<file path="config.mk">
export PLATFORM = sky130hd
export DESIGN_NAME = mux_rr_arbiter
export DESIGN_NICKNAME = d
export VERILOG_FILES = /design/src/rtl/mux_rr_arbiter.sv
export SDC_FILE = /design/constraint.sdc
export NUM_CORES = 1
export LEC_CHECK = 0
export BUFFER_PORTS_ARGS = -buffer_cell sky130_fd_sc_hd__buf_2
export CELL_PAD_IN_SITES_DETAIL_PLACEMENT = 2
export CELL_PAD_IN_SITES_GLOBAL_PLACEMENT = 2
export CORE_UTILIZATION = 25
export CTS_BUF_LIST = sky130_fd_sc_hd__clkbuf_8
export CTS_CLUSTER_DIAMETER = 80
export DETAILED_ROUTE_END_ITERATION = 8
export GPL_ROUTABILITY_DRIVEN = 0
export PLACE_DENSITY_LB_ADDON = 0.12
export SLEW_MARGIN = 20
export SYNTH_ARGS = -nofsm -noshare
export SYNTH_HDL_FRONTEND = slang
export SYNTH_SLANG_ARGS = --single-unit
export TNS_END_PERCENT = 50
</file>
<file path="constraint.sdc">
create_clock -name clk -period 5.45 [get_ports clk]
set_input_delay 1.09 -clock clk [delete_from_list [all_inputs] [get_ports clk]]
set_output_delay 1.09 -clock clk [all_outputs]
set_load 0.02 [all_outputs]
</file>
<file path="src/rtl/mux_rr_arbiter.sv">
// Round-robin arbiter for a shared 4:1 data mux: picks a requester fairly, registers its word
// and hands it to one consumer over valid/ready, pulsing ack to the winner on acceptance.
module mux_rr_arbiter #(
   parameter int WIDTH = 8
) (
   input  logic               clk,
   input  logic               rst,
   input  logic [3:0]         req,
   input  logic [4*WIDTH-1:0] in_data,
   output logic [3:0]         ack,
   output logic [1:0]         sel,
   output logic               out_valid,
   input  logic               out_ready,
   output logic [WIDTH-1:0]   out_data,
   output logic               busy
);

   typedef enum logic [0:0] {
      IDLE  = 1'b0,
      GRANT = 1'b1
   } state_t;

   state_t             state_r;
   state_t             state_s;
   logic [1:0]         ptr_r;
   logic [1:0]         ptr_s;
   logic [1:0]         sel_s;
   logic               out_valid_s;
   logic [WIDTH-1:0]   out_data_s;
   logic [3:0]         ack_s;
   logic               busy_s;
   logic               found_s;
   logic [1:0]         win_s;
   logic [WIDTH-1:0]   word_s;

   // Search ptr, ptr+1, ... modulo 4; the smallest offset from ptr wins, so scan offsets downward.
   function automatic logic [2:0] rr_pick(input logic [3:0] r, input logic [1:0] p);
      logic [2:0] res;
      logic [1:0] idx;
      res = 3'b000;
      for (int k = 3; k >= 0; k--) begin
         idx = p + 2'(k);
         if (r[idx]) begin
            res = {1'b1, idx};
         end else begin
            res = res;
         end
      end
      return res;
   endfunction

   function automatic logic [3:0] onehot4(input logic [1:0] i);
      return 4'b0001 << i;
   endfunction

   // Winner selection and the candidate word routed through the mux.
   always_comb begin
      {found_s, win_s} = rr_pick(req, ptr_r);
      word_s           = in_data[int'(win_s)*WIDTH +: WIDTH];
   end

   // Next-state and next-output logic; ack defaults low so it can only ever be a single-cycle pulse.
   always_comb begin
      state_s     = state_r;
      ptr_s       = ptr_r;
      sel_s       = sel;
      out_valid_s = out_valid;
      out_data_s  = out_data;
      ack_s       = 4'b0000;
      busy_s      = busy;
      case (state_r)
         IDLE: begin
            if (found_s) begin
               state_s     = GRANT;
               sel_s       = win_s;
               out_data_s  = word_s;
               out_valid_s = 1'b1;
               busy_s      = 1'b1;
            end else begin
               state_s     = IDLE;
            end
         end
         GRANT: begin
            if (out_valid && out_ready) begin
               state_s     = IDLE;
               ack_s       = onehot4(sel);
               out_valid_s = 1'b0;
               busy_s      = 1'b0;
               ptr_s       = sel + 2'd1;
            end else begin
               state_s     = GRANT;
            end
         end
         default: begin
            state_s     = IDLE;
            out_valid_s = 1'b0;
            busy_s      = 1'b0;
         end
      endcase
   end

   // State and output registers; reset discards any word in flight without acknowledging it.
   always_ff @(posedge clk or posedge rst) begin
      if (rst) begin
         state_r   <= IDLE;
         ptr_r     <= 2'd0;
         sel       <= 2'd0;
         out_valid <= 1'b0;
         out_data  <= {WIDTH{1'b0}};
         ack       <= 4'b0000;
         busy      <= 1'b0;
      end else begin
         state_r   <= state_s;
         ptr_r     <= ptr_s;
         sel       <= sel_s;
         out_valid <= out_valid_s;
         out_data  <= out_data_s;
         ack       <= ack_s;
         busy      <= busy_s;
      end
   end

endmodule

</file>
# Yosys cells after proc, flatten, opt, wreduce, memory -nomap -nowiden
# Cells that the tools add are included.
[classes] mux=20 eq_ne=2 n_reduce_logical=4 add_sub_neg=4 n_bitwise=1 shifts=2 magnitude_cmp=4
[op_table] operator="$shiftx 32x6->8" count=1
[op_table] operator="$lt 2x3->1 const B" count=4
[op_table] operator="$mux 3" count=4
[op_table] operator="$bmux 1 s2" count=4
[op_table] operator="$mux 1" count=8
[op_table] operator="$mux 4" count=2
[op_table] operator="$reduce_and 2->1" count=3
[op_table] operator="$add 2x1->2 const B" count=2
[op_table] operator="$add 2x2->2 const B" count=2
[op_table] operator="$pmux 1 s2" count=2
[op_table] operator="$shl 1x2->4 const A" count=1
[op_table] operator="$ne 2x1->1 const B" count=1
[op_table] operator="$ne 2x2->1 const B" count=1
[op_table] operator="$logic_and 1x1->1" count=1
[op_table] operator="$not 1->1" count=1
[word_totals] reg_bits=18 out_inout_bits=16 elab_cells=43

# Logic depth before layout (Yosys ltp)
# Gate-level depths: netlist of run 1.
[logic_depth] word_depth=9 depth_mapped=7 depth_no_buf=5

# Worst setup path after synthesis of run 1
# OpenSTA, ideal clock, no wires.
[synth_timing] kind="in2reg" start="input port req[2]" end="register out_data[0]" slack_ns=3.050 t_required_ns=5.316 path_stages=7 t_arrival_ns=2.266 setup_time_ns=0.134 cell_sequence="mux2i_1 > nor2_2 > or3_1 > buf_4 > buf_6 > a211oi_1 > a211oi_1"
[synth_via] elab_chain_len=7
[synth_rtl] element="start, declared" line="8" text="input logic [3:0] req,"
[synth_rtl] element="$bmux 1 s2" line="43" text="if (r[idx]) begin"
[synth_rtl] element="$mux 1 (implied by the code)" line="43"
[synth_rtl] element="$mux 3 (3 in series)" line="43"
[synth_rtl] element="$mux 3 *" line="43"
[synth_rtl] element="$shiftx 32x6->8 or $reduce_and 2->1 (tied branches)"
[synth_rtl] element="end signal, assigned" line="109" text="out_data <= {WIDTH{1'b0}};"
[synth_rtl] element="end signal, assigned" line="117" text="out_data <= out_data_s;"
[synth_rtl] element="end, declared" line="14" text="output logic [WIDTH-1:0] out_data,"
# Mark *: on every way between the ends. The rest lies on a longest branch, timed or not. The select of a mux whose other input is x is not followed.
# A chain may end at the register's enable or synchronous reset.

# Final worst setup path of run 1
[layout_timing] start="input port req[3]" end="register out_data[4]"
# The elaborated chain is that of the path after synthesis.

==> results.py, run 1 <==
metrics = {
    "run_status": {
        "status": "finished, final reports clean",
    },
    "worst_hold_path": {
        "min-delay-start": "busy",
        "hold_depth": 1,
        "hold_path.class": "reg -> reg",
        "hold_end": "busy",
    },
    "setup_path": {
        "start_kind": "input pin",
        "rr_worst_depth": 5,
        "crit_arrival_ns": 2.91,
        "regToRegSetupSlack_ns": 3.18,
        "r2r-end": "out_data[4]",
        "r2r_start": "ptr_r[1]",
        "crit_fanout": 12,
        "setup.worst_path.class": "in -> reg",
        "crit_path_end_kind": "flip-flop",
        "required_ns": 5.58,
    },
    "drt": {
        "viasPerCell": 4.85,
        "drc_errors": 0,
        "avgRoutedWirePerCell_um": 15.4,
        "num_vias": 1034,
        "drtPass1Iterations": 3,
        "routed_wl_um": 3280,
        "antenna_left": 0,
        "drt_iter0_markers": 26,
    },
    "yosys": {
        "syn_avg_cell_area_um2": 9.60,
        "synthDistinctLibCells": 28,
        "yosysWarnings": 0,
        "synth_fp_nets": 153,
        "synthXorXnorAreaFrac": 0,
        "mappedNetlistArea_um2": 1060,
        "synth-compound-area-share": 0.166,
        "synth_top_family_by_area": "simple AND/OR/NAND/NOR gates",
        "yosys.area_share.simple": 0.188,
        "synth_fa_ha_area_frac": 0.0474,
        "synth_cells": 110,
        "muxShareOfSynthArea": 0.115,
        "yosysSeqAreaShare": 0.427,
        "ys_ff_latch": 18,
    },
    "floorplan": {
        "io_pins": 55,
        "rows": 23,
        "fp.dieArea_um2": 4490,
        "core_area_um2": 4030,
        "die_w_um": 67.0,
        "start_util": 0.262,
        "die_y_um": 67.0,
    },
    "clocking": {
        "cts_buffers": 3,
        "cts_buffer_depth": 2,
        "post_cts_resized": 0,
        "clk_pin_slew_ns": 0.07,
        "clkLatencyLatePin_ns": 0.26,
        "tritoncts": "yes",
        "cts_setup_buffers": 0,
        "cts_hold_buf": 0,
        "cts_sinks": 18,
        "cts-root-buf": "clkbuf_8",
        "htreeDepth": 1,
    },
    "timing": {
        "grt_setup_unrepaired": "no",
        "finalClockSkew_ns": 0.00266,
        "setup_viol": 0,
        "max_slew.worst_pin.slew_ns": 0.833,
        "fmax_ghz": 0.359,
        "fin_crit_sh": 0.510,
        "maxSlewHeadroom": 0.443,
        "fin_crit_ns": 2.78,
        "drv_slew": 0,
        "hold_viol": 0,
        "tns_ns": 0,
    },
    "final_layout": {
        "n_fill_cell": 498,
        "nNetsFinal": 207,
        "n_antenna_cell": 0,
        "multi_input_area_um2": 546,
        "syn_to_final_growth_pct": 33.5,
        "seq_area_um2": 450,
        "layout_commonest_cell": "buf_2",
        "final_cell_mix": "buf_2 (54), dfrtp_1 (18), a211oi_1 (14)",
        "drive_above_1_share": 0.387,
    },
    "place": {
        "dpl.hpwl_um": 2640,
        "port_buffers": 54,
    },
    "global_route": {
        "grtUsageTotal": 0.158,
        "grt_use_met1": 0.204,
        "grt_max_degree": 19,
        "use_met3": 0.0274,
        "grt.overflow.total": 0,
        "grt_pass1_vias": 1094,
        "grt_use_met2": 0.253,
        "grt_busiest_layer": "met2",
        "grt_pass1_wl_um": 5140,
        "grt_antenna_before_repair": 0,
    },
    "power_and_ir_drop": {
        "ir_drop_uv": 153,
        "finalPower_uw": 654,
        "power.leakage_uw": 0.000735,
        "power_density_nw_per_um2": 464,
    },
    "run": {
        "drv_cap": 0,
    },
}
[synthesized netlist by cell type (all sizes together)]
cell    instances  area (um^2)
a211oi         16          130
a21o            1         7.51
a21oi           3         18.8
a221oi          1         8.76
and2            4         25.0
and3            1         6.26
buf             3         26.3
clkbuf          2         7.51
dfrtp          18          450
ha              4         50.1
inv             7         26.3
mux2            1         11.3
mux2i          11          110
nand2          10         37.5
nand2b          2         12.5
nand3b          1         7.51
nor2           11         43.8
nor2b           1         6.26
nor3            8         40.0
nor4            1         6.26
o21ai           2         10.0
or3             1         6.26
or4             1         7.51
[routing by layer]
metal  wire length, um  vias up
met4                51        0
met5                 0        -
met1              1530      498
li1                  -      496
met2              1530       36
met3               163        4
[metrics by stage]
stage	cell area [um^2]	setup WS, ns	hold slack, ns	instances	utilization
floorplan	1060	3.05	0.528	110	-
global placement	1360	2.48	0.518	209	0.336
detailed placement	1360	2.34	0.531	209	0.336
CTS	1410	2.63	0.553	213	0.350
global route	1410	2.45	0.574	213	0.350
finish	1410	2.67	0.546	213	0.350
[cells by family (layout without fill, tap and decap cells)]
kind of cell	Yosys count	in the layout
AND/OR/NAND/NOR	41	41
adder cells (fa/ha/maj)	4	4
multiplexers	12	12
buffers and inverters	12	65
AO/OA/AOI/OAI	23	23
flip-flops	18	18
[flip-flops by register name, summed over array words and instances (netlist names)]
| signal | cells |
|---|---|
| out_data | 8 |
| ack | 4 |
| ptr_r | 2 |
| sel | 2 |
| busy | 1 |
| state_r | 1 |
[where the power goes]
group          switching, uW  internal [uW]  total, uW
clock                   49.8           64.4        114
sequential              42.6            186        228
combinational            195            117        311
total                    287            367        654
[worst max-delay path: stages]
cell and delay [ns]:
buf_2 0.13, nor4_1 0.08, nor2_1 0.64, o21ai_1 0.43, a211oi_1 0.44, a211oi_1 0.10
[worst max path at each step]
| stage | endpoint | start |
|---|---|---|
| after floorplan | out_data[0] | req[2] |
| final | out_data[4] | req[3] |
| after global placement | out_data[3] | req[0] |
| after global routing | out_data[4] | req[1] |
| after detailed placement | out_data[4] | req[0] |
| after CTS | out_data[4] | req[0] |
[final cells by class]
type	instances	area share
clock buffers	4	0.0390
inverters	7	0.0186
multi-input cells	80	0.387
flip-flops and latches	18	0.319
well taps	50	0.0444
repair buffers	54	0.192
Note: power is estimated with default switching activity, not from simulation.
==> run 2: changes to the inputs <==
- clock period: 5.45 -> 2.9 ns (I/O delays scaled with it)
==> run 2 against run 1 <==
Against the previous run: sequential power rose by 89%; first-iteration DRC count rose by 27%; setup slack got worse by 2.0 ns; register-to-register slack got worse by 2.5 ns; critical endpoint is now out_data[2]; hold slack got worse by 0.12 ns; clock-buffer cell count fell by 1; clock skew rose by 0.0012 ns; final area fell by 0.44%.
==> results.py, run 2 (synthesis gave the netlist of run 1 again) <==
metrics = {
    "run_status": {
        "status": "finished, final reports clean",
    },
    "clocking": {
        "htreeDepth": 1,
        "cts-root-buf": "clkbuf_8",
        "cts_buffers": 3,
        "tritoncts": "yes",
        "cts_hold_buf": 0,
        "clkLatencyLatePin_ns": 0.25,
        "cts_sinks": 18,
        "clk_pin_slew_ns": 0.07,
        "cts_buffer_depth": 2,
        "post_cts_resized": 0,
        "cts_setup_buffers": 0,
    },
    "setup_path": {
        "start_kind": "flip-flop",
        "setup.worst_path.class": "reg -> reg",
        "crit_path_end_kind": "flip-flop",
        "regToRegSetupSlack_ns": 0.68,
        "rr_worst_depth": 5,
        "r2r-end": "out_data[2]",
        "required_ns": 3.06,
        "crit_arrival_ns": 2.38,
        "cp-startpoint": "ptr_r[1]",
        "crit_fanout": 17,
        "r2r_start": "ptr_r[1]",
    },
    "timing": {
        "max_slew.worst_pin.slew_ns": 0.764,
        "tns_ns": 0,
        "drv_slew": 0,
        "fin_crit_sh": 0.767,
        "hold_viol": 0,
        "setup_ws_ns": 0.677,
        "fin_crit_ns": 2.22,
        "fmax_ghz": 0.450,
        "finalClockSkew_ns": 0.00385,
        "maxSlewHeadroom": 0.491,
        "setup_viol": 0,
        "grt_setup_unrepaired": "no",
    },
    "final_layout": {
        "final_util": 0.348,
        "largest_reg_flops": 8,
        "finalNonFillerCells": 213,
        "n_antenna_cell": 0,
        "final_area_um2": 1400,
        "top_regs": "out_data (8), ack (4)",
        "layout_commonest_cell": "buf_2",
        "nNetsFinal": 208,
        "syn_to_final_growth_pct": 32.9,
        "top_register": "out_data",
        "final_cell_mix": "buf_2 (54), dfrtp_1 (18), a211oi_1 (14)",
        "drive_above_1_share": 0.387,
    },
    "floorplan": {
        "core_area_um2": 4030,
        "die_w_um": 67.0,
        "rows": 23,
        "fp.dieArea_um2": 4490,
        "io_pins": 55,
        "start_util": 0.262,
        "die_y_um": 67.0,
    },
    "place": {
        "place_inst": 210,
        "port_buffers": 54,
        "dpl.hpwl_um": 2560,
        "dp_slack_ns": 0.489,
        "placed_area_um2": 1360,
    },
    "worst_hold_path": {
        "hold_path.class": "in -> async",
    },
    "global_route": {
        "grt.overflow.total": 0,
        "grt_antenna_before_repair": 0,
        "grt_pass1_wl_um": 5260,
        "grt_max_degree": 19,
        "grtUsageTotal": 0.160,
        "grt_pass1_vias": 1045,
    },
    "drt": {
        "drt_iter0_markers": 33,
        "antenna_left": 0,
        "num_vias": 992,
        "avgRoutedWirePerCell_um": 15.3,
        "drtPass1Iterations": 4,
        "routed_wl_um": 3250,
        "drc_errors": 0,
        "viasPerCell": 4.66,
    },
    "run": {
        "drv_cap": 0,
    },
    "power_and_ir_drop": {
        "power_density_nw_per_um2": 848,
        "ir_drop_uv": 267,
        "power.leakage_uw": 0.000733,
    },
}
==> run 2: final cells by class <==
| cell class | instances | area (um^2) |
|---|---|---|
| fillers | 486 | 2630 |
| clock buffers | 3 | 41.3 |
| flip-flops and latches | 18 | 450 |
| inverters | 7 | 26.3 |
| repair buffers | 55 | 278 |
| well taps | 50 | 62.6 |
| multi-input cells | 80 | 546 |
==> run 2: worst max path at each step <==
stage,to,slack (ns),depth (start not counted)
floorplan,out_data[0],1.01,7
global placement,out_data[3],0.56,6
detailed placement,out_data[2],0.49,6
CTS,out_data[2],0.65,5
global route,out_data[3],0.43,5
finish,out_data[2],0.68,5
==> run 2: stage by stage <==
stage,hold WS [ns],total power (uW)
floorplan,0.519,838
global placement,0.489,999
detailed placement,0.519,1030
CTS,0.457,1220
global route,0.498,1300
finish,0.426,1190
==> run 2: critical path: stages, from the launching register on <==
cell and delay [ns]:
dfrtp_1 0.45, nand2b_1 0.19, a21oi_2 0.33, or3_1 0.67, a211oi_1 0.22, a211oi_1 0.27
==> run 2: power breakdown <==
group          switching, uW  internal, uW
combinational            357           224
sequential              80.8           349
clock                   87.0          92.4
total                    525           666
==> run 2: layer usage <==
layer,up-vias,track usage,part of all wire
met2,36,0.263,0.47
li1,495,-,-
met1,457,0.214,0.47
met4,0,0.0479,0.014
met5,-,0,0
met3,4,0.0223,0.048
==> run 3: changes to the inputs <==
- clock period: 2.9 -> 2.3 ns (I/O delays scaled with it)
==> run 3 against run 2 <==
Against the previous run: non-clock buffer count is 2 higher; first-iteration DRC count is 48% lower; sequential share of layout area is 0.64 points lower; combinational power is 30% higher; sequential cell count stayed put; clock-buffer cell count is 1 higher; clock skew hardly changed; setup slack worse by 0.36 ns; global-route usage is 0.69 points lower; largest cell class unchanged; largest power group unchanged.
==> results.py, run 3 (synthesis gave the netlist of run 1 again) <==
metrics = {
    "setup_path": {
        "required_ns": 2.42,
        "r2r_start": "ptr_r[1]",
        "rr_worst_depth": 6,
        "crit_fanout": 12,
        "cp_slowest_cell": "dfrtp_1",
        "r2r-end": "out_data[3]",
        "start_kind": "flip-flop",
        "cp_common_cell": "a211oi_1",
        "crit_arrival_ns": 2.10,
        "crit_path_end_kind": "flip-flop",
        "regToRegSetupSlack_ns": 0.32,
        "path_cells": "mux2i_1 > nor2_2 > or3_1 > buf_4 > a211oi_1 > a211oi_1",
        "cp_slowest_stage_delay_ns": 0.45,
        "setup.worst_path.class": "reg -> reg",
    },
    "place": {
        "dpl.hpwl_um": 2680,
        "placed_area_um2": 1380,
        "dp_slack_ns": 0.223,
        "port_buffers": 54,
    },
    "clocking": {
        "cts_buffers": 3,
        "htreeDepth": 1,
        "cts_setup_buffers": 0,
        "tritoncts": "yes",
        "cts_sinks": 18,
        "cts_hold_buf": 0,
        "clkLatencyLatePin_ns": 0.25,
        "cts_buffer_depth": 2,
        "clk_pin_slew_ns": 0.07,
        "cts-root-buf": "clkbuf_8",
        "post_cts_resized": 0,
    },
    "floorplan": {
        "core_area_um2": 4030,
        "die_w_um": 67.0,
        "fp.dieArea_um2": 4490,
        "rows": 23,
        "start_util": 0.262,
        "die_y_um": 67.0,
        "io_pins": 55,
    },
    "final_layout": {
        "top_regs": "out_data (8), ack (4)",
        "nNetsFinal": 210,
        "final_util": 0.356,
        "top_register": "out_data",
        "largest_reg_flops": 8,
        "layout_commonest_cell": "buf_2",
        "final_area_um2": 1430,
        "syn_to_final_growth_pct": 35.7,
        "n_antenna_cell": 0,
        "drive_above_1_share": 0.398,
        "final_cell_mix": "buf_2 (54), dfrtp_1 (18), a211oi_1 (14)",
    },
    "power_and_ir_drop": {
        "power.internal_uw": 888,
        "power_switching_share": 0.428,
        "combPwrFrac": 0.485,
        "p_sw_uw": 665,
        "power.leakage_uw": 0.000750,
        "p_clk_frac": 0.168,
        "p_seq_frac": 0.347,
        "ir_drop_uv": 269,
        "power_density_nw_per_um2": 1080,
    },
    "drt": {
        "routed_wl_um": 3180,
        "drt_iter0_markers": 17,
        "drtPass1Iterations": 4,
        "num_vias": 1026,
        "antenna_left": 0,
        "avgRoutedWirePerCell_um": 14.7,
        "drc_errors": 0,
        "viasPerCell": 4.75,
    },
    "timing": {
        "fin_crit_sh": 0.862,
        "drv_slew": 0,
        "maxSlewHeadroom": 0.539,
        "grt_setup_unrepaired": "no",
        "whs_ns": 0.307,
        "setup_ws_ns": 0.319,
        "tns_ns": 0,
        "setup_viol": 0,
        "finalClockSkew_ns": 0.00434,
        "max_slew.worst_pin.slew_ns": 0.691,
        "fmax_ghz": 0.505,
        "hold_viol": 0,
        "fin_crit_ns": 1.98,
    },
    "global_route": {
        "grtUsageTotal": 0.153,
        "grt_pass1_vias": 981,
        "grt_antenna_before_repair": 0,
        "grt_max_degree": 19,
        "grt.overflow.total": 0,
        "grt_pass1_wl_um": 4970,
    },
    "run": {
        "drv_cap": 0,
    },
    "run_status": {
        "status": "finished, final reports clean",
    },
    "worst_hold_path": {
        "hold_path.class": "in -> async",
    },
}
## run 3: cell types whose count changed in the layout (fill, tap and decap cells not counted), sizes merged
cell    change
clkbuf      +1
buf         +2
## run 3: per-layer routing
layer  up-vias  global-route usage  routed length [um]
met2        38               0.242                1490
met1       484               0.210                1470
met3         4              0.0188                 184
met5         -                   0                   0
li1        500                   -                   -
met4         0              0.0559                  44
## run 3: worst max path at each step
stage	slack [ns]	endpoint	cells past startpoint	startpoint
2_1_floorplan	0.53	out_data[0]	7	ptr_r[1]
3_3_place_gp	0.30	out_data[3]	7	req[2]
3_5_place_dp	0.22	out_data[3]	7	req[2]
4_1_cts	0.28	out_data[3]	6	ptr_r[1]
5_1_grt	0.18	out_data[3]	6	ptr_r[1]
6_report	0.32	out_data[3]	6	ptr_r[1]
## run 3: critical path: cells and delay by family (launching register included)
| family | cells | cell delay [ns] |
|---|---|---|
| buffers and inverters | 1 | 0.21 |
| and+or+nand+nor | 2 | 0.49 |
| AOI/OAI and AO/OA | 2 | 0.44 |
| DFF | 1 | 0.45 |
| muxes | 1 | 0.24 |
## run 3: cell type report
| type | count | area, um^2 |
|---|---|---|
| inverters | 7 | 26.3 |
| clock buffers | 4 | 55.1 |
| well taps | 50 | 62.6 |
| repair buffers | 57 | 293 |
| multi-input cells | 80 | 546 |
| flip-flops and latches | 18 | 450 |
| fillers | 483 | 2600 |
## run 3: per-stage QoR
step	cells	total power [uW]
2_1_floorplan	110	1060
3_3_place_gp	212	1280
3_5_place_dp	212	1320
4_1_cts	216	1580
5_1_grt	216	1690
6_report	216	1550
## run 3: power by group through the flow
stage / sequential (uW) / clock (uW) / combinational (uW)
floorplan: 651 / 0 / 405
global placement: 541 / 0 / 741
detailed placement: 547 / 0 / 772
CTS: 542 / 266 / 773
global route: 560 / 277 / 850
finish: 539 / 261 / 754
